===== src/rtl/delay_pkg.sv =====
// Shared constants and control-state encoding for the programmable-delay pulse scheduler.
package delay_pkg;

  localparam int CNT_W_DEF = 8;
  localparam int DEPTH_DEF = 4;
  localparam int PTR_W_DEF = 2;

  localparam int DELAY_MIN = 1;
  localparam int DELAY_RST = 2;

  typedef enum logic {
    IDLE   = 1'b0,
    ACTIVE = 1'b1
  } state_t;

endpackage


===== src/rtl/ts_fifo.sv =====
// DEPTH x W circular timestamp buffer; head visible combinationally, push/pop in the same cycle allowed.
// A push while full is only taken when a pop frees the head slot in the same cycle.
module ts_fifo #(
  parameter int W     = 8,
  parameter int DEPTH = 4,
  parameter int PTR_W = 2
) (
  input  logic             clk,
  input  logic             rst,
  input  logic             push,
  input  logic             pop,
  input  logic [W-1:0]     wdata,
  output logic [W-1:0]     rdata,
  output logic [PTR_W:0]   count,
  output logic             full,
  output logic             empty
);

  logic [W-1:0]   mem_q [DEPTH];
  logic [W-1:0]   mem_d [DEPTH];
  logic [PTR_W-1:0] wr_ptr_q, wr_ptr_d;
  logic [PTR_W-1:0] rd_ptr_q, rd_ptr_d;
  logic [PTR_W:0]   count_q, count_d;
  logic             push_ok, pop_ok;

  assign empty = (count_q == '0);
  assign full  = (count_q == (PTR_W+1)'(DEPTH));
  assign count = count_q;
  assign rdata = mem_q[rd_ptr_q];

  assign pop_ok  = pop && !empty;
  assign push_ok = push && (!full || pop_ok);

  always_comb begin
    mem_d    = mem_q;
    wr_ptr_d = wr_ptr_q;
    rd_ptr_d = rd_ptr_q;
    count_d  = count_q;
    if (push_ok) begin
      mem_d[wr_ptr_q] = wdata;
      wr_ptr_d        = wr_ptr_q + PTR_W'(1);
    end
    if (pop_ok) begin
      rd_ptr_d = rd_ptr_q + PTR_W'(1);
    end
    // Pointers wrap naturally because DEPTH is a power of two.
    if (push_ok && !pop_ok) begin
      count_d = count_q + (PTR_W+1)'(1);
    end else if (pop_ok && !push_ok) begin
      count_d = count_q - (PTR_W+1)'(1);
    end
  end

  always_ff @(posedge clk or posedge rst) begin
    if (rst) begin
      for (int i = 0; i < DEPTH; i++) begin
        mem_q[i] <= '0;
      end
      wr_ptr_q <= '0;
      rd_ptr_q <= '0;
      count_q  <= '0;
    end else begin
      mem_q    <= mem_d;
      wr_ptr_q <= wr_ptr_d;
      rd_ptr_q <= rd_ptr_d;
      count_q  <= count_d;
    end
  end

endmodule


===== src/rtl/delay_sched.sv =====
// Programmable-delay pulse scheduler: each rising edge of idata yields a 1-cycle odata pulse D clocks later.
// DELAY_SCHED_PULSE_CNT_EN adds a saturating 16-bit count of emitted pulses on opulse_cnt.
module delay_sched
  import delay_pkg::*;
#(
  parameter int CNT_W = CNT_W_DEF,
  parameter int DEPTH = DEPTH_DEF,
  parameter int PTR_W = PTR_W_DEF
) (
  input  logic             iclock,
  input  logic             ireset,
  input  logic             idata,
  input  logic [CNT_W-1:0] idelay,
  input  logic             iload,
  output logic             odata,
  output logic             obusy,
  output logic             ofull,
  output logic             ooverflow
`ifdef DELAY_SCHED_PULSE_CNT_EN
  ,
  output logic [15:0]      opulse_cnt
`endif
);

  logic             idata_q, idata_d;
  logic [CNT_W-1:0] tcnt_q, tcnt_d;
  logic [CNT_W-1:0] delay_q, delay_d;
  logic             odata_q, odata_d;
  logic             ovf_q, ovf_d;
  state_t           state_q, state_d;

  logic             edge_det, push, pop, drop;
  logic [CNT_W-1:0] due, head;
  logic [PTR_W:0]   fifo_count;
  logic             fifo_full, fifo_empty;

  assign edge_det = idata && !idata_q;
  assign due      = tcnt_q + delay_q;
  // Equality is wrap-safe since every pending due lies less than 2^CNT_W ahead.
  assign pop      = !fifo_empty && (head == tcnt_q);
  assign push     = edge_det && (!fifo_full || pop);
  assign drop     = edge_det && fifo_full && !pop;

  ts_fifo #(
    .W     (CNT_W),
    .DEPTH (DEPTH),
    .PTR_W (PTR_W)
  ) u_fifo (
    .clk   (iclock),
    .rst   (ireset),
    .push  (push),
    .pop   (pop),
    .wdata (due),
    .rdata (head),
    .count (fifo_count),
    .full  (fifo_full),
    .empty (fifo_empty)
  );

  always_comb begin
    idata_d = idata;
    tcnt_d  = tcnt_q + CNT_W'(1);
    odata_d = pop;
    ovf_d   = ovf_q || drop;
    delay_d = delay_q;
    // Loading only while idle keeps all pending entries on a single D, so FIFO order stays emission order.
    if (iload && (state_q == IDLE)) begin
      delay_d = (idelay == '0) ? CNT_W'(DELAY_MIN) : idelay;
    end
  end

  always_ff @(posedge iclock or posedge ireset) begin
    if (ireset) begin
      idata_q <= 1'b0;
      tcnt_q  <= '0;
      delay_q <= CNT_W'(DELAY_RST);
      odata_q <= 1'b0;
      ovf_q   <= 1'b0;
    end else begin
      idata_q <= idata_d;
      tcnt_q  <= tcnt_d;
      delay_q <= delay_d;
      odata_q <= odata_d;
      ovf_q   <= ovf_d;
    end
  end

  always_ff @(posedge iclock or posedge ireset) begin
    if (ireset) begin
      state_q <= IDLE;
    end else begin
      state_q <= state_d;
    end
  end

  always_comb begin
    state_d = state_q;
    case (state_q)
      IDLE:    if (push) state_d = ACTIVE;
      ACTIVE:  if (pop && !push && (fifo_count == (PTR_W+1)'(1))) state_d = IDLE;
      default: state_d = IDLE;
    endcase
  end

  always_comb begin
    obusy = (state_q == ACTIVE);
  end

  assign odata     = odata_q;
  assign ofull     = fifo_full;
  assign ooverflow = ovf_q;

`ifdef DELAY_SCHED_PULSE_CNT_EN
  logic [15:0] pcnt_q, pcnt_d;

  always_comb begin
    pcnt_d = pcnt_q;
    if (odata_d && (pcnt_q != 16'hFFFF)) begin
      pcnt_d = pcnt_q + 16'd1;
    end
  end

  always_ff @(posedge iclock or posedge ireset) begin
    if (ireset) begin
      pcnt_q <= '0;
    end else begin
      pcnt_q <= pcnt_d;
    end
  end

  assign opulse_cnt = pcnt_q;
`endif

endmodule


===== config.mk =====
export PLATFORM = sky130hd
export DESIGN_NAME = delay_sched
export DESIGN_NICKNAME = d
export VERILOG_FILES = /design/src/rtl/delay_pkg.sv /design/src/rtl/ts_fifo.sv /design/src/rtl/delay_sched.sv
export SDC_FILE = /design/constraint.sdc
export NUM_CORES = 1
export LEC_CHECK = 0
export ABC_CLOCK_PERIOD_IN_PS = 3500
export CORE_UTILIZATION = 39
export CTS_BUF_LIST = sky130_fd_sc_hd__clkbuf_16
export CTS_CLUSTER_DIAMETER = 120
export DETAILED_ROUTE_END_ITERATION = 10
export SLEW_MARGIN = 0
export SYNTH_ARGS = -nofsm -noshare
export SYNTH_HDL_FRONTEND = slang
export SYNTH_HIERARCHICAL = 1
export SYNTH_SLANG_ARGS = --single-unit

===== constraint.sdc =====
create_clock -name iclock -period 3.5 [get_ports iclock]
set_clock_uncertainty 0.1 [all_clocks]
set_input_delay 0.7 -clock iclock [delete_from_list [all_inputs] [get_ports iclock]]
set_output_delay 0.7 -clock iclock [all_outputs]
set_load 0.02 [all_outputs]

# Yosys cells after proc, flatten, opt, wreduce, memory -nomap -nowiden
# Index checks and enable logic that the tools add are counted.
[word_totals]
reg_bits = 59
word_cells = 66
input_bits = 12
[classes]
bitwise_logic = 3
n_addsub = 6
mux = 12
magnitude_cmp = 3
n_reduce_logical = 26
eq_ne = 3
[op_table]
columns = ["cell", "count"]
rows = [
  ["bitwise mux 32 bit", 1],
  ["two-way mux 8 bit", 4],
  ["binary-select mux 8 bit (select 2 bit)", 1],
  ["demux 8 bit (select 2 bit)", 1],
  ["logical AND 1 bit", 13],
  ["adder 8 x 1 -> 8 bit (second input constant)", 1],
  ["adder 8 bit", 1],
  ["== test 8 bit", 1],
  ["logical NOT 8 bit", 1],
  ["logical NOT 1 bit", 7],
  ["greater-or-equal comparator 3 bit (second input constant)", 2],
  ["two-way mux 3 bit", 2],
  ["NOT 2 -> 3 bit", 2],
  ["adder 2 x 1 -> 2 bit (second input constant)", 2],
  ["adder 3 x 1 -> 3 bit (second input constant)", 1],
  ["== test 3 x 1 -> 1 bit (second input constant)", 1],
  ["== test 3 bit (second input constant)", 1],
  ["logical NOT 3 bit", 1],
  ["logical OR 1 bit", 3],
  ["less-than comparator 3 x 1 -> 1 bit (second input constant)", 1],
  ["subtractor 3 x 1 -> 3 bit (second input constant)", 1],
  ["two-way mux 1 bit", 2],
  ["case mux 1 bit (2 select lines)", 1],
  ["nonzero test 2 bit", 1],
  ["NOT 1 bit", 1],
]

# Depth between registers and ports, before layout
# Gate-level depths: netlist of run 1.
[depth]
depth_word = 13
mapped_depth = 14

# By module
# Netlist of run 1, hierarchy kept.
[by_module_without_submodules]
columns = ["module", "seq_area_each_um2", "cells_per_inst", "area_per_inst_um2", "instances"]
rows = [
  ["ts_fifo", 975.9, 114, 1798.0, 1],
  ["delay_sched", 501.7, 96, 1116.1, 1],
]

# Worst setup path before layout of run 1
# OpenSTA, ideal clock, no wires.
[synth_timing]
kind = "register to register"
start = "register u_fifo.rd_ptr_q[0]"
end = "register u_fifo.count_q[2] (netlist: u_fifo/count[2])"
setup_slack_ps = 3
arrival_ps = 3318
setup_time_ps = 79
stages_incl_launch_ff = 14
n_path_buf = 1
path_cell_list = "dfrtp_1 > buf_2 > mux4_2 > xnor2_1 > nand3_1 > or4_4 > a21oi_2 > nor2b_1 > ha_1 > inv_1 > fa_1 > xor2_1 > nor2_1 > xor2_1"
[synth_via]
elab_chain_cells = 12
[synth_rtl]
columns = ["element", "line", "rtl"]
rows = [
  ["from (decl)", "ts_fifo.sv:22", "logic [PTR_W-1:0] rd_ptr_q, rd_ptr_d;"],
  ["from (signal assigned)", "ts_fifo.sv:65", "rd_ptr_q <= rd_ptr_d;"],
  ["NOT 2 -> 3 bit (not written as such) (*)", "ts_fifo.sv:29", "assign rdata = mem_q[rd_ptr_q];"],
  ["binary-select mux 8 bit (select 2 bit) (*)", "ts_fifo.sv:29", ""],
  ["two-way mux 8 bit (not written as such) (*) (2 in a row)", "ts_fifo.sv:29", ""],
  ["net head[6]", "delay_sched.sv:33", "logic [CNT_W-1:0] due, head;"],
  ["== test 8 bit (*)", "delay_sched.sv:40", "assign pop = !fifo_empty && (head == tcnt_q);"],
  ["logical AND 1 bit (*)", "delay_sched.sv:40", ""],
  ["logical OR 1 bit (*)", "delay_sched.sv:41", "assign push = edge_det && (!fifo_full || pop);"],
  ["logical AND 1 bit (*)", "delay_sched.sv:41", ""],
  ["net push", "delay_sched.sv:32", "logic edge_det, push, pop, drop;"],
  ["logical AND 1 bit (*)", "ts_fifo.sv:32", "assign push_ok = push && (!full || pop_ok);"],
  ["net u_fifo.push_ok", "ts_fifo.sv:24", "logic push_ok, pop_ok;"],
  ["logical NOT 1 bit", "ts_fifo.sv:49", "end else if (pop_ok && !push_ok) begin"],
  ["logical AND 1 bit", "ts_fifo.sv:49", ""],
  ["nonzero test 2 bit (no source line)", "n/a", ""],
  ["to (signal assigned)", "ts_fifo.sv:66", "count_q <= count_d;"],
  ["to (decl)", "ts_fifo.sv:23", "logic [PTR_W:0] count_q, count_d;"],
]
# The timed path passes the listed nets; every way through them passes the cells marked *. The select of a mux whose other input is x is not followed.
# A chain may end at the register's enable or synchronous reset.

# Worst setup path after layout of run 1
# Same ends and word-level chain as after synthesis.

==> metrics.csv, run 1 <==
metric,value,unit
power_density,893,nW/um2
grt_pass1_vias,1711,
insertion_delay,330,ps
core,7250,um2
r2r_slack,100,ps
avgRoutedWirePerCell,15.5,um
cts_hold_buf,0,
clockBufferDepth,2,
drtIter0Drc,24,
grt_antenna_before_repair,0,
drc_errors,0,
synthArstFlopShare,100,%
nets,271,
gp_congestion,0.746,
setup.worst_path.class,reg2reg,
hold_viol_final,0,
die-area,7820,um2
syn_to_final_growth,24.0,%
period_share,97.1,%
setup-violations-final,0,
seqPwrFrac,36.3,%
antenna_cells,0,
power_leakage,1.54,nW
irDropWorstVdd,295,uV
grt_overflow,0,
synth_ff_type,dfrtp_1,
grt.total_usage,15.9,%
crit_family,simple AND/OR/NAND/NOR gates,
firstDrtPassIters,6,
p_int,2.20,mW
tightest_slew,761,ps
r2r_cells,13,
vias,1704,
routed_via_density,4.90,
clk_pin_slew_worst_paths,50,ps
start_util,40.2,%
cp.required,3650,ps
critPathCaptureType,register,
crit_chain,buf_12 > mux4_2 > xnor2_1 > nand4_1 > or4_4 > a21oi_4 > nor2b_4 > ha_2 > inv_1 > fa_1 > xor2_1 > nor2_1 > xor2_1,
numCtsBuffers,9,
synth_edf_count,0,
numClockSinks,59,
maxSlewViolCount,0,
io_pins,16,
antenna_left,0,
io_buffers,15,
synth_warnings,6,
r2r_start,u_fifo/rd_ptr_q[0]$_DFFE_PP0P_,
endpoint,u_fifo/count[2]$_DFFE_PP0P_,
pre_cts_slack,17.7,ps
relSlewSlack,49.2,%
setup_ws,101,ps
syn_avg_cell_area,13.9,um2
max_stage_delay,510,ps
crit_slowest_cell,mux4_2,
arrival,3550,ps
dp_hpwl,3820,um
post-route-min-period,3400,ps
r2r_end,u_fifo/count[2]$_DFFE_PP0P_,
crit_cells,13,
synth_top_area_share,49.8,%
cp_num_buf_inv,2,
grt_max_degree,23,
synth_cells,210,
fp.dieH,88.4,um
drt_wl_total,5410,um
switching_power,1.02,mW
cts_root_buffer,clkbuf_16,
p_sw_share,31.7,%
placed_cell_area,3270,um2
cts_tree,done,
syn-num-nets,237,
synthesis.area,2910,um2
die_w,88.4,um
layout_common_cells,"dfrtp_1, mux2_2, xnor2_1, clkdlybuf4s50_1, ha_1",
clockPowerShare,26.5,%
yosysTopAreaCell,dfrtp_1,
outcome,"finished, final reports clean",
yosys-top-cells-area,"dfrtp_1, mux2_2, mux4_2",
grt_pass1_wl,8780,um
max_freq,294,MHz
layout_commonest_cell,dfrtp_1,
comb_power_share,37.2,%
worst_hold_path_type,reg2reg,
yosysSeqAreaShare,50.7,%
fp-row-count,31,
nFillCells,645,
maxCapViolations,0,
fin_area,3610,um2
layout-drive-gt1-share,35.7,%
crit_top_cell,xor2_1,
critPathLaunchType,register,
cts-htree-levels,3,
path_max_fanout,9,
ys_ff_latch,59,
startpoint,u_fifo/rd_ptr_q[0]$_DFFE_PP0P_,
synth.distinct_cells,35,
## synth_stat cells, types with 2 or more instances
library cell,instances
a21o_1,2
a21oi_1,5
dfrtp_1,58
fa_1,2
ha_1,13
inv_1,8
mux2_2,41
mux4_2,8
nand2_1,7
nand2b_1,3
nand3_1,4
nand3b_1,2
nand4_1,3
nor2_1,2
nor2_2,4
nor2b_1,2
nor3_1,2
o21bai_1,2
xnor2_1,19
xor2_1,8
## sequential cells by signal, indices dropped and copies added (netlist names), 2 cells and up
name / count
u_fifo/rd_ptr_q: 2
tcnt_q: 8
u_fifo/count: 3
delay_q: 8
u_fifo/mem_q: 32
u_fifo/wr_ptr_q: 2
## routing by layer
metal  global-route usage [%]  vias to the layer above  wire length (um)
met1                     20.8                      849              2660
met4                     5.28                        0                81
met2                     23.9                       29              2430
met3                     6.72                        9               235
li1                         -                      817                 -
met5                        0                        -                 0
## cell families after synthesis
family / count (synthesis) / synth area share [%]
AO/OA/AOI/OAI: 13 / 2.96
AND/OR/NAND/NOR: 36 / 7.77
buffers and inverters: 11 / 1.46
flip-flops: 59 / 50.7
multiplexers: 49 / 22.0
XOR/XNOR: 27 / 8.12
adder cells (fa/ha/maj): 15 / 6.96
## how the worst min path moves through the flow
stage	from	to	slack (ps)	depth (start not counted)
after floorplan	u_fifo/mem_q[10]$_DFFE_PP0P_	u_fifo/mem_q[10]$_DFFE_PP0P_	380	1
after global routing	ooverflow$_DFF_PP0_	ooverflow$_DFF_PP0_	410	1
final	ooverflow$_DFF_PP0_	ooverflow$_DFF_PP0_	380	1
after global placement	ooverflow$_DFF_PP0_	ooverflow$_DFF_PP0_	360	1
after CTS	ooverflow$_DFF_PP0_	ooverflow$_DFF_PP0_	390	1
after detailed placement	ooverflow$_DFF_PP0_	ooverflow$_DFF_PP0_	370	1
## power groups by stage
stage	sequential [mW]	clock (mW)	combinational, mW
final	1.17	0.854	1.20
after global routing	1.21	0.910	1.31
after CTS	1.18	0.877	1.17
after detailed placement	1.18	0	1.16
after global placement	1.18	0	1.14
after floorplan	1.11	0	0.909
## final cells by class
type / count / area [um2] / area share [%]
clock buffers: 9 / 225 / 6.23
well taps: 99 / 124 / 3.43
inverters: 8 / 32.5 / 0.901
clock inverters: 7 / 68.8 / 1.91
flip-flops and latches: 59 / 1480 / 40.9
multi-input cells: 140 / 1430 / 39.5
repair buffers: 26 / 258 / 7.14
## per-stage QoR
| step | utilization [%] | setup TNS [ps] | hold slack (ps) | power [mW] | std cells |
|---|---|---|---|---|---|
| 2_1_floorplan | - | 0 | 375 | 2.02 | 210 |
| 3_3_place_gp | 45.1 | 0 | 364 | 2.32 | 330 |
| 3_5_place_dp | 45.1 | 0 | 372 | 2.34 | 330 |
| 4_1_cts | 49.2 | 0 | 387 | 3.23 | 347 |
| 5_1_grt | 49.8 | -5.50 | 406 | 3.43 | 348 |
| 6_report | 49.8 | 0 | 382 | 3.23 | 348 |
## timing repair
| item | 4_1_cts | 5_1_grt |
|---|---|---|
| gates resized for setup | 1 | 7 |
| pin swaps | 0 | 1 |
| setup endpoints to repair | 1 | 2 |
| setup buffers | 1 | 1 |
(Power assumes the default switching activity.)
==> run 2: changes to the inputs <==
--- a/config.mk
+++ b/config.mk
@@ -10,6 +10,7 @@
 export CTS_BUF_LIST = sky130_fd_sc_hd__clkbuf_16
 export CTS_CLUSTER_DIAMETER = 120
 export DETAILED_ROUTE_END_ITERATION = 10
+export REMOVE_ABC_BUFFERS = 1
 export SLEW_MARGIN = 0
 export SYNTH_ARGS = -nofsm -noshare
 export SYNTH_HDL_FRONTEND = slang
==> metrics.csv, run 2 (synthesis results as in run 1) <==
metric,value,unit
outcome,"finished, final reports clean",
avgRoutedWirePerCell,15.3,um
max_stage_delay,540,ps
regMostFlops,u_fifo/mem_q,
maxCapViolations,0,
insertion_delay,320,ps
cp_num_buf_inv,2,
cts-htree-levels,3,
grt_pass1_wl,8940,um
fin_util,49.4,%
irDropWorstVdd,274,uV
cts_root_buffer,clkbuf_16,
cts_hold_buf,0,
die-area,7820,um2
max_freq,297,MHz
nets,272,
dr_wl_met2,2390,um
routed_via_density,5.01,
critPathLaunchType,register,
firstDrtPassIters,4,
antenna_cells,0,
tightest_slew,773,ps
power_density,886,nW/um2
grt_max_degree,40,
crit_top_cell,xor2_1,
drc_errors,0,
hold_viol_final,0,
start_util,40.2,%
crit_family,simple AND/OR/NAND/NOR gates,
io_pins,16,
numCtsBuffers,9,
gp_congestion,0.753,
dp_hpwl,3810,um
cp.required,3640,ps
cts_tree,done,
setup.worst_path.class,reg2reg,
die_w,88.4,um
dr_wl_met3,132,um
grt.total_usage,15.9,%
critPathCaptureType,register,
dp_cells,331,
fp.dieH,88.4,um
crit_slowest_cell,or4_4,
clockBufferDepth,2,
routed.top_layer,met4,
grt_pass1_vias,1786,
drt_wl_total,5340,um
antenna_left,0,
setup-violations-final,0,
path_max_fanout,5,
fin_cells,348,
post-route-min-period,3370,ps
core,7250,um2
crit_chain,buf_12 > mux4_2 > xnor2_1 > nand4_1 > or4_4 > a21oi_2 > nor2b_4 > ha_4 > inv_2 > fa_2 > xor2_1 > nor2_1 > xor2_1,
met1Wirelength,2670,um
fin_setup_tns,0,ps
numClockSinks,59,
vias,1745,
period_share,96.2,%
grt_overflow,0,
arrival,3510,ps
reg.largest.list,"u_fifo/mem_q: 32 flops, delay_q: 8 flops, tcnt_q: 8 flops",
worst_hold_path_type,reg2reg,
maxSlewViolCount,0,
drtIter0Drc,71,
layout-drive-gt1-share,34.5,%
power_leakage,1.53,nW
relSlewSlack,48.4,%
clk_pin_slew_worst_paths,50,ps
fp-row-count,31,
rsz0062_at_grt,true,
grt_antenna_before_repair,0,
layout_commonest_cell,dfrtp_1,
largest_reg_flops,32,
whs,380,ps
layout_common_cells,"dfrtp_1, mux2_2, xnor2_1, clkdlybuf4s50_1, ha_1",
io_buffers,15,
syn_to_final_growth,22.9,%
==> run 2: cell count changes in the layout (fill, tap and decap cells not counted), sizes merged <==
cell      delta
buf          +1
inv          +2
clkinvlp     -2
clkinv       -1
==> run 2: where the power goes <==
| part | internal [mW] | switching (mW) | total, mW | leakage, nW |
|---|---|---|---|---|
| Sequential | 0.970 | 0.195 | 1.16 | 0.704 |
| Combinational | 0.690 | 0.508 | 1.20 | 0.688 |
| Clock | 0.534 | 0.279 | 0.812 | 0.143 |
| Total | 2.19 | 0.981 | 3.17 | 1.53 |
==> run 2: per-layer routing <==
| metal | vias to the layer above | track usage [%] |
|---|---|---|
| met5 | - | 0 |
| met4 | 0 | 9.82 |
| met3 | 13 | 3.45 |
| met2 | 27 | 22.9 |
| met1 | 882 | 21.8 |
| li1 | 823 | - |
==> run 2: cell type report <==
type                            instances  area [um2]
Tap cell                               99         124
Inverter                                8        30.0
Clock buffer                            9         225
Clock inverter                          6        50.0
Timing Repair Buffer                   27         256
Multi-Input combinational cell        140        1420
Sequential cell                        59        1480
Fill cell                             669        3670
==> run 2: what timing repair did <==
| action | in CTS | in global routing |
|---|---|---|
| resized for setup | 0 | 9 |
| setup endpoints to repair | 0 | 2 |
| buffers inserted | 0 | 2 |
==> run 2: final timing paths <==
kind / from / to / slack [ps] / cells past startpoint
worst min-delay path: ooverflow$_DFF_PP0_ / ooverflow$_DFF_PP0_ / 380 / 1
worst max-delay path: u_fifo/rd_ptr_q[0]$_DFFE_PP0P_ / u_fifo/count[2]$_DFFE_PP0P_ / 130 / 13
worst min register to register: ooverflow$_DFF_PP0_ / ooverflow$_DFF_PP0_ / 380 / 1
worst max register to register: u_fifo/rd_ptr_q[0]$_DFFE_PP0P_ / u_fifo/count[2]$_DFFE_PP0P_ / 130 / 13
min in group asynchronous: ireset / u_fifo/count[0]$_DFFE_PP0P_ / 720 / 3
max in group asynchronous: ireset / delay_q[4]$_DFFE_PP0P_ / 2060 / 2
==> run 2: metrics by stage <==
| stage | area (um2) | power (mW) | setup slack (ps) |
|---|---|---|---|
| 2_1_floorplan | 2900 | 2.01 | -79.3 |
| 6_report | 3580 | 3.17 | 134 |
| 4_1_cts | 3540 | 3.18 | 28.0 |
| 3_5_place_dp | 3260 | 2.35 | 46.1 |
| 3_3_place_gp | 3260 | 2.32 | 138 |
| 5_1_grt | 3580 | 3.39 | -40.0 |
